--- src/rtl/gpio_pad_ctrl.sv ---
// Register-programmed tri-state pad bank: direction/output/pull registers, synchronized and
// debounced inputs, edge-detect interrupts. Debouncer present only with GPIO_PAD_CTRL_DBNC_EN.
module gpio_pad_ctrl #(
  parameter int unsigned GPIO_NUM = 8,
  parameter int unsigned DBNC_W   = 8
) (
  input  logic                clk_i,
  input  logic                rst_i,
  input  logic                wr_en_i,
  input  logic [2:0]          wr_addr_i,
  input  logic [GPIO_NUM-1:0] wr_data_i,
  input  logic                rd_en_i,
  input  logic [2:0]          rd_addr_i,
  output logic [GPIO_NUM-1:0] rd_data_o,
  output logic [GPIO_NUM-1:0] gpio_out_o,
  output logic [GPIO_NUM-1:0] gpio_oen_o,
  output logic [GPIO_NUM-1:0] gpio_ren_o,
  input  logic [GPIO_NUM-1:0] gpio_in_i,
  output logic                irq_o
);

  localparam logic [2:0] AddrDir   = 3'd0;
  localparam logic [2:0] AddrOut   = 3'd1;
  localparam logic [2:0] AddrPuen  = 3'd2;
  localparam logic [2:0] AddrDbnc  = 3'd3;
  localparam logic [2:0] AddrIen   = 3'd4;
  localparam logic [2:0] AddrItype = 3'd5;
  localparam logic [2:0] AddrPend  = 3'd6;
  localparam logic [2:0] AddrIn    = 3'd7;

  localparam int unsigned DbncBits = (DBNC_W < GPIO_NUM) ? DBNC_W : GPIO_NUM;

  logic [GPIO_NUM-1:0] dir_q, out_q, puen_q, ien_q, itype_q, pend_q, pend_d;
  logic [GPIO_NUM-1:0] s1_q, s2_q, stb_q, stb_d, stb_prev_q;
  logic [GPIO_NUM-1:0] rd_data_q, rd_data_d, dbnc_rd;
  logic [GPIO_NUM-1:0] w1c, rise, fall, hit;
  logic [7:0]          wr_sel;

  always_comb begin
    wr_sel = '0;
    if (wr_en_i) wr_sel[wr_addr_i] = 1'b1;
  end

  assign w1c  = wr_sel[AddrPend] ? wr_data_i : '0;
  assign rise = stb_q & ~stb_prev_q;
  assign fall = ~stb_q & stb_prev_q;
  assign hit  = (itype_q & rise) | (~itype_q & fall);
  // A new hit overrides a same-cycle clear.
  assign pend_d = (pend_q & ~w1c) | (hit & ien_q);

`ifdef GPIO_PAD_CTRL_DBNC_EN
  logic [DbncBits-1:0] dbnc_q;
  logic [DBNC_W-1:0]   dbnc_ext;
  logic [DBNC_W-1:0]   cnt_q [GPIO_NUM];
  logic [DBNC_W-1:0]   cnt_d [GPIO_NUM];

  always_comb begin
    dbnc_ext                = '0;
    dbnc_ext[DbncBits-1:0]  = dbnc_q;
    dbnc_rd                 = '0;
    dbnc_rd[DbncBits-1:0]   = dbnc_q;
  end

  // Counter only resolves on equality, so a count above a lowered DBNC wraps first.
  always_comb begin
    stb_d = stb_q;
    for (int i = 0; i < int'(GPIO_NUM); i++) begin
      cnt_d[i] = cnt_q[i];
      if (s2_q[i] == stb_q[i]) begin
        cnt_d[i] = '0;
      end else if (cnt_q[i] == dbnc_ext) begin
        stb_d[i] = s2_q[i];
        cnt_d[i] = '0;
      end else begin
        cnt_d[i] = cnt_q[i] + DBNC_W'(1);
      end
    end
  end

  always_ff @(posedge clk_i or posedge rst_i) begin
    if (rst_i) begin
      dbnc_q <= '0;
      for (int i = 0; i < int'(GPIO_NUM); i++) cnt_q[i] <= '0;
    end else begin
      if (wr_sel[AddrDbnc]) dbnc_q <= wr_data_i[DbncBits-1:0];
      for (int i = 0; i < int'(GPIO_NUM); i++) cnt_q[i] <= cnt_d[i];
    end
  end
`else
  assign stb_d   = s2_q;
  assign dbnc_rd = '0;
`endif

  always_comb begin
    rd_data_d = rd_data_q;
    if (rd_en_i) begin
      case (rd_addr_i)
        AddrDir:   rd_data_d = dir_q;
        AddrOut:   rd_data_d = out_q;
        AddrPuen:  rd_data_d = puen_q;
        AddrDbnc:  rd_data_d = dbnc_rd;
        AddrIen:   rd_data_d = ien_q;
        AddrItype: rd_data_d = itype_q;
        AddrPend:  rd_data_d = pend_q;
        AddrIn:    rd_data_d = stb_q;
        default:   rd_data_d = '0;
      endcase
    end
  end

  always_ff @(posedge clk_i or posedge rst_i) begin
    if (rst_i) begin
      dir_q      <= '0;
      out_q      <= '0;
      puen_q     <= '0;
      ien_q      <= '0;
      itype_q    <= '0;
      pend_q     <= '0;
      s1_q       <= '0;
      s2_q       <= '0;
      stb_q      <= '0;
      stb_prev_q <= '0;
      rd_data_q  <= '0;
    end else begin
      if (wr_sel[AddrDir])   dir_q   <= wr_data_i;
      if (wr_sel[AddrOut])   out_q   <= wr_data_i;
      if (wr_sel[AddrPuen])  puen_q  <= wr_data_i;
      if (wr_sel[AddrIen])   ien_q   <= wr_data_i;
      if (wr_sel[AddrItype]) itype_q <= wr_data_i;
      pend_q     <= pend_d;
      s1_q       <= gpio_in_i;
      s2_q       <= s1_q;
      stb_q      <= stb_d;
      stb_prev_q <= stb_q;
      rd_data_q  <= rd_data_d;
    end
  end

  assign gpio_oen_o = dir_q;
  assign gpio_out_o = out_q;
  assign gpio_ren_o = puen_q;
  assign rd_data_o  = rd_data_q;
  assign irq_o      = |(pend_q & ien_q);

endmodule
--- config.mk ---
export PLATFORM = sky130hd
export DESIGN_NAME = gpio_pad_ctrl
export DESIGN_NICKNAME = d
export VERILOG_FILES = /design/src/rtl/gpio_pad_ctrl.sv
export SDC_FILE = /design/constraint.sdc
export NUM_CORES = 1
export LEC_CHECK = 0
export ABC_AREA = 1
export CAP_MARGIN = 20
export CORE_MARGIN = 4
export CORE_UTILIZATION = 45
export DETAILED_ROUTE_END_ITERATION = 16
export GPL_TIMING_DRIVEN = 0
export PLACE_DENSITY = 0.72
export SLEW_MARGIN = 20
export SYNTH_ARGS = -nofsm -noshare
export SYNTH_HDL_FRONTEND = slang
export SYNTH_SLANG_ARGS = --single-unit
--- constraint.sdc ---
create_clock -name clk_i -period 2.9 [get_ports clk_i]
set_input_delay 0.58 -clock clk_i [delete_from_list [all_inputs] [get_ports clk_i]]
set_output_delay 0.58 -clock clk_i [all_outputs]
set_load 0.005 [all_outputs]
==> impl_metrics.prom, run 1 <==
# TYPE chip_impl_metric gauge
chip_impl_metric{name="min_period",unit="ns"} 2.328
chip_impl_metric{name="synth_enable_flop_cells",unit=""} 0
chip_impl_metric{name="path_clk_slew",unit="ns"} 0.09
chip_impl_metric{name="final_antenna_net_count",unit=""} 0
chip_impl_metric{name="power.density",unit="mW/mm^2"} 627.5
chip_impl_metric{name="grt_max_degree",unit=""} 52
chip_impl_metric{name="detail_route.wirelength",unit="um"} 9037
chip_impl_metric{name="portion_of_netlist_area_occupied_by_mux_cells",unit="%"} 0
chip_impl_metric{name="cap_viol_max_count",unit=""} 0
chip_impl_metric{name="synth_area",unit="sq mm"} 0.003710
chip_impl_metric{name="synth_cell_type_count",unit=""} 22
chip_impl_info{name="worst_r2r_startpoint",value="stb_q[3]"} 1
chip_impl_metric{name="yosys.area_share.adder",unit="%"} 0
chip_impl_metric{name="dpl.hpwl",unit="um"} 6454
chip_impl_metric{name="die_area",unit="sq mm"} 0.009760
chip_impl_metric{name="critPathRequiredTime",unit="ns"} 2.32
chip_impl_metric{name="vert_die_dim",unit="um"} 98.80
chip_impl_metric{name="groute.usage.overall",unit="%"} 19.65
chip_impl_metric{name="synth_xor_area_share",unit="%"} 0
chip_impl_metric{name="setup_ws",unit="ns"} 0.5725
chip_impl_metric{name="route.detailed.vias_per_inst",unit=""} 5.435
chip_impl_info{name="yosys-top-cells-count",value="105 x sky130_fd_sc_hd__nand2_1, 88 x sky130_fd_sc_hd__dfrtp_1, 49 x sky130_fd_sc_hd__o21ai_0"} 1
chip_impl_metric{name="totalNegativeSetupSlack",unit="ns"} 0
chip_impl_info{name="clock-root-buffer",value="sky130_fd_sc_hd__clkbuf_8"} 1
chip_impl_metric{name="synth.top_cell.area_share",unit="%"} 59.36
chip_impl_metric{name="synth_compound_area_share",unit="%"} 13.90
chip_impl_metric{name="numPlacedInstances",unit=""} 557
chip_impl_metric{name="via_count",unit=""} 3114
chip_impl_metric{name="total_power",unit="mW"} 2.897
chip_impl_info{name="yosys_most_used_dff",value="sky130_fd_sc_hd__dfrtp_1"} 1
chip_impl_metric{name="drtIter0Drc",unit=""} 247
chip_impl_metric{name="cts_max_path_buffers",unit=""} 2
chip_impl_info{name="synth_top_family_by_area",value="simple AND/OR/NAND/NOR gates"} 1
chip_impl_metric{name="regToRegSetupSlack",unit="ns"} 1.80
chip_impl_metric{name="syn_inst",unit=""} 398
chip_impl_metric{name="clock_latency",unit="ns"} 0.36
chip_impl_info{name="synth.top_cells.by_area",value="sky130_fd_sc_hd__dfrtp_1 59%, sky130_fd_sc_hd__nand2_1 11%, sky130_fd_sc_hd__o21ai_0 6.6%"} 1
chip_impl_metric{name="antenna_cells",unit=""} 0
chip_impl_metric{name="syn2layout_area_growth",unit="%"} 24.45
chip_impl_metric{name="first_global_vias",unit=""} 2978
chip_impl_metric{name="synth_async_sr_flop_share",unit="%"} 100.0
chip_impl_metric{name="finalHoldWorstSlack",unit="ns"} 0.3524
chip_impl_metric{name="drt-wirelength-per-cell",unit="um"} 15.77
chip_impl_metric{name="final_cells",unit=""} 573
chip_impl_metric{name="fin_skew",unit="ns"} 0.007146
chip_impl_metric{name="core",unit="sq mm"} 0.007888
chip_impl_info{name="clock_tree_from_tritoncts",value="done"} 1
chip_impl_metric{name="transition_time_at_the_pin_with_the_least_slew_margin",unit="ns"} 0.4728
chip_impl_metric{name="final_util",unit="%"} 58.53
chip_impl_metric{name="cts_setup_buffers",unit=""} 0
chip_impl_info{name="hold_end",value="stb_q[5]"} 1
chip_impl_metric{name="maxClockFrequency",unit="GHz"} 0.4296
chip_impl_metric{name="globalplace.congestion",unit=""} 0.8698
chip_impl_info{name="outcome",value="complete, no violations"} 1
chip_impl_metric{name="dpl_cell_area",unit="sq mm"} 0.004428
chip_impl_info{name="crit_type",value="register to output port"} 1
chip_impl_info{name="synth.most_common_cell",value="sky130_fd_sc_hd__nand2_1"} 1
chip_impl_info{name="end_kind",value="output port"} 1
chip_impl_metric{name="synth_seq_cells",unit=""} 88
chip_impl_metric{name="dr.pass1.iters",unit=""} 6
chip_impl_metric{name="cts-resized-gates",unit=""} 0
chip_impl_metric{name="ys_seq_area_share",unit="%"} 59.36
chip_impl_metric{name="cts_inserted_buffers",unit=""} 9
chip_impl_metric{name="depth_of_the_worst_hold_timing_path",unit=""} 0
chip_impl_metric{name="antenna_found_initial",unit=""} 0
chip_impl_metric{name="timing.max_slew.rel_slack",unit="%"} 68.48
chip_impl_info{name="worstReg2RegEnd",value="rd_data_o[3]"} 1
chip_impl_metric{name="boundaryPins",unit=""} 59
chip_impl_metric{name="initial_utilization",unit="%"} 47.03
chip_impl_metric{name="power.leakage",unit="nW"} 2.166
chip_impl_metric{name="irDropWorstVdd",unit="V"} 0.0004765
chip_impl_info{name="rsz0062_at_grt",value="false"} 1
chip_impl_metric{name="r2r.worst_path.cells",unit=""} 6
chip_impl_metric{name="timing_hold_violations_final",unit=""} 0
chip_impl_metric{name="critical_path.max_fanout",unit=""} 4
chip_impl_metric{name="cts.sink_count",unit=""} 88
chip_impl_metric{name="synth_simple_gate_area_share",unit="%"} 19.29
chip_impl_metric{name="floorplan.die.width",unit="um"} 98.80
chip_impl_metric{name="detail_route.drc_violations",unit=""} 0
chip_impl_metric{name="placement.io_buffers",unit=""} 56
chip_impl_metric{name="placement_rows",unit=""} 32
chip_impl_metric{name="dpl_worst_slack",unit="ns"} 0.7584
chip_impl_metric{name="setup_viol",unit=""} 0
chip_impl_metric{name="gr-total-overflow",unit=""} 0
chip_impl_metric{name="grt_pass1_wl",unit="um"} 15150
chip_impl_metric{name="fraction_of_final_layout_cells_sized_beyond_drive_strength_1",unit="%"} 9.342
chip_impl_metric{name="final_design_area_no_fill",unit="sq mm"} 0.004617
chip_impl_info{name="hp-start",value="s2_q[5]"} 1
chip_impl_metric{name="pins_over_slew_limit",unit=""} 0
chip_impl_info{name="kind_of_start_point_of_the_critical_path",value="register"} 1
chip_impl_metric{name="share_of_the_cycle_needed_by_the_critical_path_after_routing",unit="%"} 80.26
chip_impl_metric{name="yosys_warnings",unit=""} 0
chip_impl_metric{name="avgSynthCellArea",unit="sq um"} 9.321
chip_impl_info{name="yosys.area.top_type",value="sky130_fd_sc_hd__dfrtp_1"} 1
chip_impl_metric{name="nets",unit=""} 492
chip_impl_info{name="min-delay-path-class",value="register to register"} 1
chip_impl_metric{name="postCtsHoldBufs",unit=""} 0
chip_impl_metric{name="syn-num-nets",unit=""} 424
chip_impl_metric{name="htree_num_levels",unit=""} 3
chip_impl_metric{name="cp_data_arrival_time",unit="ns"} 1.75
## worst max-delay path: stages, from the launching register on
cell	delay [ns]
sky130_fd_sc_hd__dfrtp_1	0.42
sky130_fd_sc_hd__nand2_1	0.08
sky130_fd_sc_hd__nand2_1	0.07
sky130_fd_sc_hd__a221oi_1	0.25
sky130_fd_sc_hd__nand2_1	0.11
sky130_fd_sc_hd__clkdlybuf4s50_1	0.46
## cell families (layout without fill, tap and decap cells)
logic type	after synthesis	in the layout
compound gates	98	98
flops	88	88
buf+inv	55	128
simple gates	157	157
## state kept, by name, indices dropped and copies added, names as in the netlist
signal / count
gpio_oen_o: 8
rd_data_o: 8
s2_q: 8
s1_q: 8
stb_prev_q: 8
stb_q: 8
gpio_out_o: 8
itype_q: 8
gpio_ren_o: 8
ien_q: 8
pend_q: 8
## cells in the final DEF, fill, tap and decap left out, drive strengths merged
| cell | count |
|---|---|
| inv | 43 |
| nand3 | 11 |
| o21a | 7 |
| o21ai | 81 |
| clkinvlp | 1 |
| a221oi | 2 |
| nand4 | 24 |
| dfrtp | 88 |
| a21oi | 8 |
| clkdlybuf4s50 | 56 |
| buf | 15 |
| clkbuf | 10 |
| clkinv | 3 |
| nor2 | 13 |
| nand2 | 109 |
## how the worst max path moves through the flow
stage,start,endpoint,depth (start not counted)
floorplan,rst_i,gpio_oen_o[0],1
global placement,rst_i,stb_q[6],2
detailed placement,wr_en_i,pend_q[4],6
CTS,ien_q[0],irq_o,5
global route,ien_q[0],irq_o,5
finish,ien_q[0],irq_o,5
## layout make-up
cell class	count	area, sq um
Buffer	14	117.6
Clock buffer	10	137.6
Clock inverter	6	51.30
Fill cell	668	3271
Inverter	41	161.4
Multi-Input combinational cell	255	1231
Sequential cell	88	2202
Tap cell	102	127.6
Timing Repair Buffer	57	588.1
## where the power goes
part           internal (mW)  total (mW)  switching, mW
registers               1.40        1.53          0.138
clock network          0.345       0.796          0.451
logic                  0.299       0.567          0.269
total                   2.04        2.90          0.857
## layer usage
| layer | global-route usage (%) | part of all wire [%] |
|---|---|---|
| met1 | 26.59 | 43 |
| met2 | 30.37 | 47 |
| met3 | 5.874 | 6.7 |
| met4 | 6.618 | 2.5 |
| met5 | 0 | 0 |
No activity file was read; power rests on OpenSTA's default activity.
==> run 2: changes to the inputs <==
==> constraint.sdc (replaced) <==
create_clock -name clk_i -period 1.9 [get_ports clk_i]
set_input_delay 0.38 -clock clk_i [delete_from_list [all_inputs] [get_ports clk_i]]
set_output_delay 0.38 -clock clk_i [all_outputs]
set_load 0.005 [all_outputs]
==> run 2 against run 1 <==
  * Setup slack worse by 0.47 ns
  * Via count up 0.22%
  * Register-to-register slack worse by 1.1 ns
  * Global-route usage about the same
  * Clock skew up 0.0037 ns
  * Sequential power up 52%
  * Non-clock buffer count up 7
==> impl_metrics.prom, run 2 (synthesized netlist as in run 1, its figures left out) <==
# TYPE chip_impl_metric gauge
chip_impl_metric{name="totalNegativeSetupSlack",unit="ns"} 0
chip_impl_metric{name="internal_power",unit="mW"} 3.303
chip_impl_metric{name="nets",unit=""} 499
chip_impl_metric{name="fraction_of_final_layout_cells_sized_beyond_drive_strength_1",unit="%"} 10.25
chip_impl_metric{name="gr-total-overflow",unit=""} 0
chip_impl_metric{name="htree_num_levels",unit=""} 3
chip_impl_metric{name="cap_viol_max_count",unit=""} 0
chip_impl_metric{name="switching_share",unit="%"} 27.70
chip_impl_metric{name="share_of_the_cycle_needed_by_the_critical_path_after_routing",unit="%"} 94.38
chip_impl_metric{name="setup_viol",unit=""} 0
chip_impl_metric{name="groute.usage.overall",unit="%"} 19.68
chip_impl_metric{name="globalplace.congestion",unit=""} 0.8611
chip_impl_metric{name="cts.sink_count",unit=""} 88
chip_impl_info{name="kind_of_start_point_of_the_critical_path",value="register"} 1
chip_impl_metric{name="clock_latency",unit="ns"} 0.35
chip_impl_metric{name="cts_inserted_buffers",unit=""} 9
chip_impl_metric{name="first_global_vias",unit=""} 3047
chip_impl_metric{name="power.density",unit="mW/mm^2"} 973.6
chip_impl_metric{name="placement_rows",unit=""} 32
chip_impl_metric{name="core",unit="sq mm"} 0.007888
chip_impl_metric{name="path_clk_slew",unit="ns"} 0.09
chip_impl_info{name="outcome",value="complete, no violations"} 1
chip_impl_metric{name="initial_utilization",unit="%"} 47.03
chip_impl_metric{name="transition_time_at_the_pin_with_the_least_slew_margin",unit="ns"} 0.6472
chip_impl_metric{name="critPathRequiredTime",unit="ns"} 1.52
chip_impl_metric{name="dr.pass1.iters",unit=""} 5
chip_impl_metric{name="min_period",unit="ns"} 1.793
chip_impl_info{name="clock_tree_from_tritoncts",value="done"} 1
chip_impl_info{name="crit_path_cell_trace",value="nand2_1, nand2_1, a221oi_1, nand2_1, clkdlybuf4s15_1"} 1
chip_impl_info{name="most_used_cells_in_the_layout_excluding_fill_and_tap_cells",value="105 x sky130_fd_sc_hd__nand2_1, 88 x sky130_fd_sc_hd__dfrtp_1, 55 x sky130_fd_sc_hd__clkdlybuf4s50_1"} 1
chip_impl_metric{name="placement.io_buffers",unit=""} 56
chip_impl_metric{name="comb_power_share",unit="%"} 20.4
chip_impl_metric{name="critical_path.max_fanout",unit=""} 2
chip_impl_metric{name="final_antenna_net_count",unit=""} 0
chip_impl_metric{name="antenna_cells",unit=""} 0
chip_impl_metric{name="drtIter0Drc",unit=""} 288
chip_impl_metric{name="dpl_cell_area",unit="sq mm"} 0.004442
chip_impl_metric{name="final_util",unit="%"} 59.50
chip_impl_metric{name="postCtsHoldBufs",unit=""} 0
chip_impl_metric{name="cp_data_arrival_time",unit="ns"} 1.41
chip_impl_metric{name="power.leakage",unit="nW"} 2.202
chip_impl_info{name="mostFrequentLayoutCell",value="sky130_fd_sc_hd__nand2_1"} 1
chip_impl_metric{name="detail_route.wirelength",unit="um"} 9213
chip_impl_metric{name="pins_over_slew_limit",unit=""} 0
chip_impl_metric{name="fin_skew",unit="ns"} 0.01081
chip_impl_info{name="end_kind",value="output port"} 1
chip_impl_info{name="crit_slowest_cell",value="sky130_fd_sc_hd__dfrtp_1"} 1
chip_impl_metric{name="syn2layout_area_growth",unit="%"} 26.51
chip_impl_metric{name="grt_pass1_wl",unit="um"} 15330
chip_impl_info{name="critPathMostFrequentCell",value="sky130_fd_sc_hd__nand2_1"} 1
chip_impl_metric{name="critPathMaxStageDelay",unit="ns"} 0.40
chip_impl_metric{name="via_count",unit=""} 3121
chip_impl_metric{name="drt-wirelength-per-cell",unit="um"} 15.88
chip_impl_metric{name="cts_max_path_buffers",unit=""} 2
chip_impl_metric{name="dpl.hpwl",unit="um"} 6601
chip_impl_metric{name="power_switching",unit="mW"} 1.266
chip_impl_metric{name="pwr-share-clk",unit="%"} 28.6
chip_impl_metric{name="antenna_found_initial",unit=""} 0
chip_impl_metric{name="boundaryPins",unit=""} 59
chip_impl_metric{name="timing.max_slew.rel_slack",unit="%"} 56.76
chip_impl_metric{name="route.detailed.vias_per_inst",unit=""} 5.381
chip_impl_metric{name="maxClockFrequency",unit="GHz"} 0.5577
chip_impl_metric{name="final_design_area_no_fill",unit="sq mm"} 0.004693
chip_impl_info{name="clock-root-buffer",value="sky130_fd_sc_hd__clkbuf_8"} 1
chip_impl_metric{name="finalHoldWorstSlack",unit="ns"} 0.3507
chip_impl_metric{name="floorplan.die.width",unit="um"} 98.80
chip_impl_metric{name="irDropWorstVdd",unit="V"} 0.0004811
chip_impl_metric{name="grt_max_degree",unit=""} 33
chip_impl_metric{name="die_area",unit="sq mm"} 0.009760
chip_impl_metric{name="vert_die_dim",unit="um"} 98.80
chip_impl_info{name="rsz0062_at_grt",value="false"} 1
chip_impl_info{name="crit_type",value="register to output port"} 1
chip_impl_metric{name="total_power",unit="mW"} 4.569
chip_impl_metric{name="share_seq_of_total_power",unit="%"} 51.0
chip_impl_metric{name="timing_hold_violations_final",unit=""} 0
chip_impl_info{name="min-delay-path-class",value="register to register"} 1
chip_impl_metric{name="detail_route.drc_violations",unit=""} 0
==> run 2: changes by cell type in the layout (fill, tap and decap cells not counted), sizes merged, moves of 3 or more <==
| cell | delta |
|---|---|
| buf | +7 |
| clkbuf | +4 |
| clkinv | -3 |
| inv | -3 |
==> run 2: layer usage <==
| layer | GRT usage [%] | vias up | routed length (um) |
|---|---|---|---|
| met1 | 27.89 | 1499 | 4024 |
| met2 | 30.11 | 133 | 4321 |
| li1 | - | 1471 | - |
| met4 | 7.983 | 0 | 193 |
| met5 | 0 | - | 0 |
| met3 | 3.397 | 18 | 673 |
==> run 2: worst max-delay path, delay by kind of cell, from the launching register on <==
family | cells | cell delay (ns)
DFF | 1 | 0.40
and+or+nand+nor | 3 | 0.24
AOI/OAI and AO/OA | 1 | 0.21
buffers and inverters | 1 | 0.21
==> run 2: final timing paths <==
path,start,endpoint,slack [ns],cells after the start
max,ien_q[1],irq_o,0.11,5
min,s2_q[5],stb_q[5],0.35,0
max reg2reg,ien_q[1],rd_data_o[1],0.75,7
min reg2reg,s2_q[5],stb_q[5],0.35,0
max in group asynchronous,rst_i,gpio_out_o[7],0.89,3
min in group asynchronous,rst_i,stb_prev_q[1],0.45,2
==> run 2: final cells by class <==
class	instances	area (sq um)
fill	672	3194
clock buffer	14	162.7
tap	102	127.6
clock inverter	2	37.54
inverter	41	162.7
sequential	88	2202
buffer	14	117.6
timing repair buffer	64	645.6
multi-input combinational	255	1237
==> run 2: power by group through the flow <==
stage	sequential [mW]	combinational (mW)	clock, mW
after CTS	2.33	0.926	1.34
final	2.33	0.930	1.31
after floorplan	2.33	0.422	0
after detailed placement	2.37	0.882	0
after global placement	2.36	0.841	0
after global routing	2.37	1.04	1.41
==> run 2: through the flow <==
step | worst slack [ns] | cells
2_1_floorplan | 0.4982 | 398
5_1_grt | 0.05311 | 580
6_report | 0.1068 | 580
4_1_cts | 0.03640 | 579
3_5_place_dp | 0.001216 | 558
3_3_place_gp | -0.4168 | 556
==> run 2: repair_timing <==
item / in CTS / in global routing
setup endpoints to repair: 1 / 1
buffers inserted: 5 / 1
cloned: 0 / 0
endpoints found under the hold margin: 0 / 0
gates resized for setup: 2 / 1
